`src/rtl/i2c_slave_rx.sv`:
```
// Write-only I2C slave receiver: synchronizes SCL/SDA, decodes START/STOP, matches an address
// and hands received bytes to local logic. Optional line filter: I2C_SLAVE_GLITCH_FILTER_EN.
module i2c_slave_rx #(
  parameter logic [6:0] SLAVE_ADDR = 7'h5A
) (
  input  logic       clk,
  input  logic       rst,
  input  logic       scl,
  input  logic       sda_in,
  input  logic       rx_ready,
  output logic       sda_oe,
  output logic [7:0] rx_data,
  output logic       rx_valid,
  output logic       rx_ovf,
  output logic       addr_match,
  output logic       busy,
  output logic       stop_det
);

  localparam logic [2:0] StIdle     = 3'd0;
  localparam logic [2:0] StAddr     = 3'd1;
  localparam logic [2:0] StAddrAck  = 3'd2;
  localparam logic [2:0] StData     = 3'd3;
  localparam logic [2:0] StDataAck  = 3'd4;
  localparam logic [2:0] StDataNack = 3'd5;
  localparam logic [2:0] StIgnore   = 3'd6;

  logic [1:0] scl_sync_q, sda_sync_q;
  logic       scl_q, sda_q;  // previous line values, for edge detection
  logic       scl_f, sda_f;

  // Idle bus is high, so resetting to 1 avoids spurious edges on release
  always_ff @(posedge clk or negedge rst) begin
    if (!rst) begin
      scl_sync_q <= 2'b11;
      sda_sync_q <= 2'b11;
      scl_q      <= 1'b1;
      sda_q      <= 1'b1;
    end else begin
      scl_sync_q <= {scl_sync_q[0], scl};
      sda_sync_q <= {sda_sync_q[0], sda_in};
      scl_q      <= scl_f;
      sda_q      <= sda_f;
    end
  end

`ifdef I2C_SLAVE_GLITCH_FILTER_EN
  logic [1:0] scl_hist_q, sda_hist_q;

  always_ff @(posedge clk or negedge rst) begin
    if (!rst) begin
      scl_hist_q <= 2'b11;
      sda_hist_q <= 2'b11;
    end else begin
      scl_hist_q <= {scl_hist_q[0], scl_sync_q[1]};
      sda_hist_q <= {sda_hist_q[0], sda_sync_q[1]};
    end
  end

  // A line only moves once three consecutive synced samples agree
  assign scl_f = (scl_sync_q[1] == scl_hist_q[0] && scl_sync_q[1] == scl_hist_q[1]) ?
                 scl_sync_q[1] : scl_q;
  assign sda_f = (sda_sync_q[1] == sda_hist_q[0] && sda_sync_q[1] == sda_hist_q[1]) ?
                 sda_sync_q[1] : sda_q;
`else
  assign scl_f = scl_sync_q[1];
  assign sda_f = sda_sync_q[1];
`endif

  logic scl_rise, scl_fall, start_evt, stop_evt;
  assign scl_rise  = scl_f & ~scl_q;
  assign scl_fall  = ~scl_f & scl_q;
  assign start_evt = scl_f & scl_q & sda_q & ~sda_f;
  assign stop_evt  = scl_f & scl_q & ~sda_q & sda_f;

  logic [2:0] state_q, state_d;
  logic [3:0] bit_cnt_q, bit_cnt_d;
  logic [7:0] shift_q, shift_d, rx_data_q, rx_data_d, byte_next;
  logic       sda_oe_q, sda_oe_d, rx_valid_q, rx_valid_d, rx_ovf_q, rx_ovf_d;
  logic       addr_match_q, addr_match_d, busy_q, busy_d, stop_det_q, stop_det_d;
  logic       acc_q, acc_d;

  assign byte_next = {shift_q[6:0], sda_f};

  always_comb begin
    state_d      = state_q;
    bit_cnt_d    = bit_cnt_q;
    shift_d      = shift_q;
    sda_oe_d     = sda_oe_q;
    rx_data_d    = rx_data_q;
    rx_valid_d   = 1'b0;
    rx_ovf_d     = 1'b0;
    addr_match_d = addr_match_q;
    busy_d       = busy_q;
    stop_det_d   = 1'b0;
    acc_d        = acc_q;
    if (stop_evt) begin
      state_d      = StIdle;
      bit_cnt_d    = 4'd0;
      sda_oe_d     = 1'b0;
      addr_match_d = 1'b0;
      busy_d       = 1'b0;
      stop_det_d   = 1'b1;
    end else if (start_evt) begin
      state_d      = StAddr;
      bit_cnt_d    = 4'd0;
      sda_oe_d     = 1'b0;
      addr_match_d = 1'b0;
      busy_d       = 1'b1;
    end else begin
      if (scl_rise && bit_cnt_q < 4'd8 && (state_q == StAddr || state_q == StData)) begin
        shift_d   = byte_next;
        bit_cnt_d = bit_cnt_q + 4'd1;
      end
      case (state_q)
        StAddr: begin
          if (scl_fall && bit_cnt_q == 4'd8) begin
            if (shift_q[7:1] == SLAVE_ADDR && !shift_q[0]) begin
              state_d      = StAddrAck;
              sda_oe_d     = 1'b1;
              addr_match_d = 1'b1;
            end else begin
              state_d = StIgnore;
            end
          end
        end
        StData: begin
          if (scl_rise && bit_cnt_q == 4'd7) begin
            acc_d = rx_ready;
            if (rx_ready) begin
              rx_data_d  = byte_next;
              rx_valid_d = 1'b1;
            end else begin
              rx_ovf_d = 1'b1;
            end
          end
          if (scl_fall && bit_cnt_q == 4'd8) begin
            state_d  = acc_q ? StDataAck : StDataNack;
            sda_oe_d = acc_q;
          end
        end
        StAddrAck, StDataAck, StDataNack: begin
          if (scl_fall) begin
            state_d   = StData;
            sda_oe_d  = 1'b0;
            bit_cnt_d = 4'd0;
          end
        end
        default: ;
      endcase
    end
  end

  always_ff @(posedge clk or negedge rst) begin
    if (!rst) begin
      state_q      <= StIdle;
      bit_cnt_q    <= 4'd0;
      shift_q      <= 8'h00;
      sda_oe_q     <= 1'b0;
      rx_data_q    <= 8'h00;
      rx_valid_q   <= 1'b0;
      rx_ovf_q     <= 1'b0;
      addr_match_q <= 1'b0;
      busy_q       <= 1'b0;
      stop_det_q   <= 1'b0;
      acc_q        <= 1'b0;
    end else begin
      state_q      <= state_d;
      bit_cnt_q    <= bit_cnt_d;
      shift_q      <= shift_d;
      sda_oe_q     <= sda_oe_d;
      rx_data_q    <= rx_data_d;
      rx_valid_q   <= rx_valid_d;
      rx_ovf_q     <= rx_ovf_d;
      addr_match_q <= addr_match_d;
      busy_q       <= busy_d;
      stop_det_q   <= stop_det_d;
      acc_q        <= acc_d;
    end
  end

  assign sda_oe     = sda_oe_q;
  assign rx_data    = rx_data_q;
  assign rx_valid   = rx_valid_q;
  assign rx_ovf     = rx_ovf_q;
  assign addr_match = addr_match_q;
  assign busy       = busy_q;
  assign stop_det   = stop_det_q;

endmodule

```
`config.mk`:
```
export PLATFORM = sky130hd
export DESIGN_NAME = i2c_slave_rx
export DESIGN_NICKNAME = d
export VERILOG_FILES = /design/src/rtl/i2c_slave_rx.sv
export SDC_FILE = /design/constraint.sdc
export NUM_CORES = 1
export LEC_CHECK = 0
export BUFFER_PORTS_ARGS = -buffer_cell sky130_fd_sc_hd__buf_2
export CELL_PAD_IN_SITES_DETAIL_PLACEMENT = 0
export CELL_PAD_IN_SITES_GLOBAL_PLACEMENT = 1
export CORE_UTILIZATION = 44
export CTS_BUF_LIST = sky130_fd_sc_hd__clkbuf_8 sky130_fd_sc_hd__clkbuf_16
export CTS_CLUSTER_SIZE = 30
export DETAILED_ROUTE_END_ITERATION = 8
export PLACE_DENSITY = 0.82
export SLEW_MARGIN = 20
export SYNTH_ARGS = -nofsm -noshare
export SYNTH_HDL_FRONTEND = slang
export SYNTH_SLANG_ARGS = --single-unit
```
`constraint.sdc`:
```
create_clock -name clk -period 1.95 [get_ports clk]
set_input_delay 0.0975 -clock clk [delete_from_list [all_inputs] [get_ports clk]]
set_output_delay 0.0975 -clock clk [all_outputs]
set_load 0.005 [all_outputs]
```
==> flow_summary.rst <==
.. list-table::
   :header-rows: 1

   * - Metric
     - Value
   * - Run status
     - finished clean
   * - Post-Synth XOR/XNOR Area
     - 0.0168
   * - Final worst-path cycle share
     - 0.930
   * - Wire per inst
     - 13.3 µm
   * - Floorplan row count
     - 21
   * - Layout overhead on the synthesized area
     - 20.7%
   * - Maximum fanout along the worst path
     - 10
   * - Number of detailed-route iterations in the first pass
     - 4
   * - R2r setup slk
     - roughly 0.14 ns
   * - Placed wire-length estimate after detailed placement
     - 1.93 mm
   * - Sum of routed wire length over all layers
     - 2.82 mm
   * - CORE AREA
     - ~3400 µm²
   * - Hold slack final
     - 0.357 ns
   * - Sequential area share after synthesis
     - 0.581
   * - Max-Cap Viols
     - 0
   * - Final #Nets
     - roughly 170
   * - Place WS
     - 0.150 ns
   * - Post-route ant nets
     - 0
   * - Internal power consumption
     - 1.58 mW
   * - Proportion of synthesized area in mux cells
     - 0.0640
   * - GRT Total Usage
     - 0.180
   * - TritonCTS clock tree
     - done
   * - Min-delay worst type
     - reg -> reg
   * - DRC violation total after the first TritonRoute iteration
     - 35
   * - Global placer's final weighted congestion
     - 0.775
   * - Number of antenna violations at the first check in global routing
     - 0
   * - Crit path launch type
     - flop
   * - Dpl cells
     - 200
   * - Post-route non-filler standard cell count
     - 212
   * - Post-Syn Instances
     - 140
   * - Count of distinct cell types in the synthesized netlist
     - 35
   * - Commonest non-fill, non-tap cells in the layout
     - nand2_1, dfrtp_1, buf_2, mux2_2, nor2_1
   * - Relative slew slack
     - 0.489
   * - Number of synthesized register bits
     - 36
   * - Worst ir drop on vdd
     - 531 µV
   * - Clock edge transition at the registers on the reported setup and hold paths
     - 0.07 ns
   * - Top cell type's share of synthesized area
     - 0.480
   * - Number of buffers created by CTS
     - 5
   * - Final Cell Area
     - 1890 µm²
   * - Number of buffer cells added on primary ports
     - 18
   * - Crit path kind
     - reg -> reg
   * - Final setup violation count
     - 0
   * - Largest net degree at the start of global routing
     - 37
   * - Maximum clock insertion buffer count
     - 2
   * - Via count of the first global-routing pass
     - 947
   * - Final worst setup slack
     - 0.136 ns
   * - Warning count from the yosys run
     - 0
   * - Vias
     - 1056
   * - Startpoint of the most critical register-to-register path
     - scl_sync_q[1]
   * - Time the worst path needs with I/O delays and setup
     - 1.81 ns
   * - Largest family of logic cells by synthesized area
     - simple AND/OR/NAND/NOR gates
   * - Setup repair after global routing missed its margin
     - false
   * - Critical Path AT
     - between 1.5 and 2 ns
   * - Compound-cell area share of the yosys netlist
     - 0.0928
   * - Leading cell types by total area after synthesis
     - dfrtp_1, dfstp_2, nand2_1
   * - First-pass GRT wire length
     - 4.65 mm
   * - Share of synthesized cell area in and, or, nand and nor gates
     - 0.201
   * - Clock latency reported for the late side of the worst-skew pair
     - 0.29 ns
   * - Worst R2R Path Depth
     - 4
   * - Area share of fa/ha/maj cells after synthesis
     - 0.0160
   * - Share of power burned in registers
     - 0.464
   * - Switch Pwr
     - 0.485 mW
   * - Floorplan die width
     - 61.6 µm
   * - Number of sinks on the clock net
     - 36
   * - Synthesized netlist net count
     - 147
   * - Antenna Cells
     - 0
   * - Initial Utilization
     - 0.465
   * - Final clock skew
     - 0.00510 ns
   * - Total cell area at the placement stage
     - 1690 µm²
   * - I/O pins
     - 19
   * - Switching Share
     - 0.235
   * - Die height
     - 61.6 µm
   * - Total congestion overflow
     - 0
   * - Critical path endpoint category
     - flop
   * - Final Hold Viols
     - 0
   * - Fraction of layout instances using a drive strength above 1
     - 0.277
   * - Clock network fraction of total power
     - 0.439
   * - Area of the mapped netlist
     - 1560 µm²
   * - Power density over the cells
     - 1090 nW/µm²
   * - Leakage power of the design
     - 0.945 nW
   * - DRC errors left
     - 0
   * - Total Die Area
     - between 3000 and 4000 µm²
   * - Setup Total Neg Slack
     - 0 ns
   * - Clock Tree Root
     - clkbuf_8
   * - Most frequent standard cell in the layout excluding fill and tap cells
     - nand2_1
   * - Detail-routed via count per cell
     - 4.98
   * - Resize count post-CTS
     - 0
   * - Part of the power in combinational logic
     - 0.098
   * - Mean instance size in the synthesized netlist
     - 11.2 µm²
   * - Reg2Reg Capture Point
     - rx_data[4]
   * - Source of the critical timing path
     - scl_sync_q[1]
   * - Termination of the worst setup path
     - rx_data[4]
   * - Deepest level of the CTS H-tree
     - 2
   * - Slew @ Worst Pin
     - 0.767 ns
   * - Max Clk Rate
     - between 500 and 600 MHz
   * - Final Max Slew Viols
     - 0
   * - Post-synth top area cell
     - dfrtp_1
   * - Critical path required time
     - 2.13 ns
critical path, cell delays in order, from the launching register on:
cell	delay [ns]
dfstp_2	0.61
and4bb_1	0.28
and2b_2	0.25
nand4_4	0.22
mux2_2	0.34
synthesized netlist by cell type:
cell	count
a41oi_1	1
buf_1	1
nand3_1	3
nor4bb_1	2
dfrtp_1	30
inv_1	4
o31ai_1	2
a21oi_1	3
and4bb_1	1
o21ai_0	5
nand3b_1	2
buf_6	1
buf_2	3
o21a_1	1
nor2b_1	4
xnor2_1	1
ha_1	2
nand2_1	33
nor4_1	1
a31oi_1	2
o221a_2	2
nand4_4	1
mux2_2	8
mux2i_1	1
dfstp_2	6
a221oi_1	1
nand2b_1	3
a21bo_2	1
and2b_2	1
nor3b_1	2
nor2_1	7
a2bb2oi_1	1
o2111a_1	1
xor2_1	2
or2_1	1
power by group through the flow:
| stage | Combinational (mW) | Sequential (mW) | Clock [mW] |
|---|---|---|---|
| after detailed placement | 0.202 | 0.972 | 0 |
| after floorplan | 0.154 | 0.933 | 0 |
| final | 0.202 | 0.958 | 0.906 |
| after global routing | 0.240 | 0.975 | 0.951 |
| after global placement | 0.193 | 0.964 | 0 |
| after CTS | 0.208 | 0.958 | 0.932 |
per-stage QoR:
step / total power [mW] / util
after floorplan: 1.09 / -
after global placement: 1.16 / 0.502
after detailed placement: 1.17 / 0.502
after CTS: 2.10 / 0.561
after global routing: 2.17 / 0.561
final: 2.07 / 0.561
sequential cells by signal, summed over array words and instances (netlist names):
register,count
acc_q,1
addr_match,1
bit_cnt_q,4
busy,1
rx_data,8
rx_ovf,1
rx_valid,1
scl_q,1
scl_sync_q,2
sda_oe,1
sda_q,1
sda_sync_q,2
shift_q,8
state_q,3
stop_det,1
worst min-delay path by stage:
stage | from | to | depth (start not counted)
final | scl_sync_q[0] | scl_sync_q[1] | 0
after global routing | sda_sync_q[0] | sda_sync_q[1] | 0
after CTS | scl_sync_q[0] | scl_sync_q[1] | 0
after detailed placement | sda_in | sda_sync_q[0] | 1
after global placement | rst | state_q[2] | 1
after floorplan | rst | acc_q | 0
cells by family after synthesis:
family | after synthesis
AOI/OAI and AO/OA | 20
adders and majority gates | 2
buffers and inverters | 9
DFF | 36
muxes | 9
and+or+nand+nor | 61
xor gates and xnor gates | 3
what timing repair did:
action,in CTS,in global routing
setup buffers,0,0
hold buffers,4,0
setup endpoints to repair,0,0
endpoints found under the hold margin,33,0
cell type report:
cell class / instances / area, µm²
fill: 314 / 1480
inverter: 4 / 15.0
multi-input combinational: 95 / 611
tap: 46 / 57.6
clock inverter: 3 / 90.1
sequential: 36 / 908
clock buffer: 5 / 68.8
timing repair buffer: 23 / 138
routing by layer:
| layer | global-route usage | vias up | part of all wire |
|---|---|---|---|
| met1 | 0.264 | 505 | 0.51 |
| met4 | 0.105 | 0 | 0.024 |
| met5 | 0 | - | 0 |
| met2 | 0.226 | 17 | 0.43 |
| li1 | - | 528 | - |
| met3 | 0.0630 | 6 | 0.038 |
Note: power is estimated with default switching activity, not from simulation.
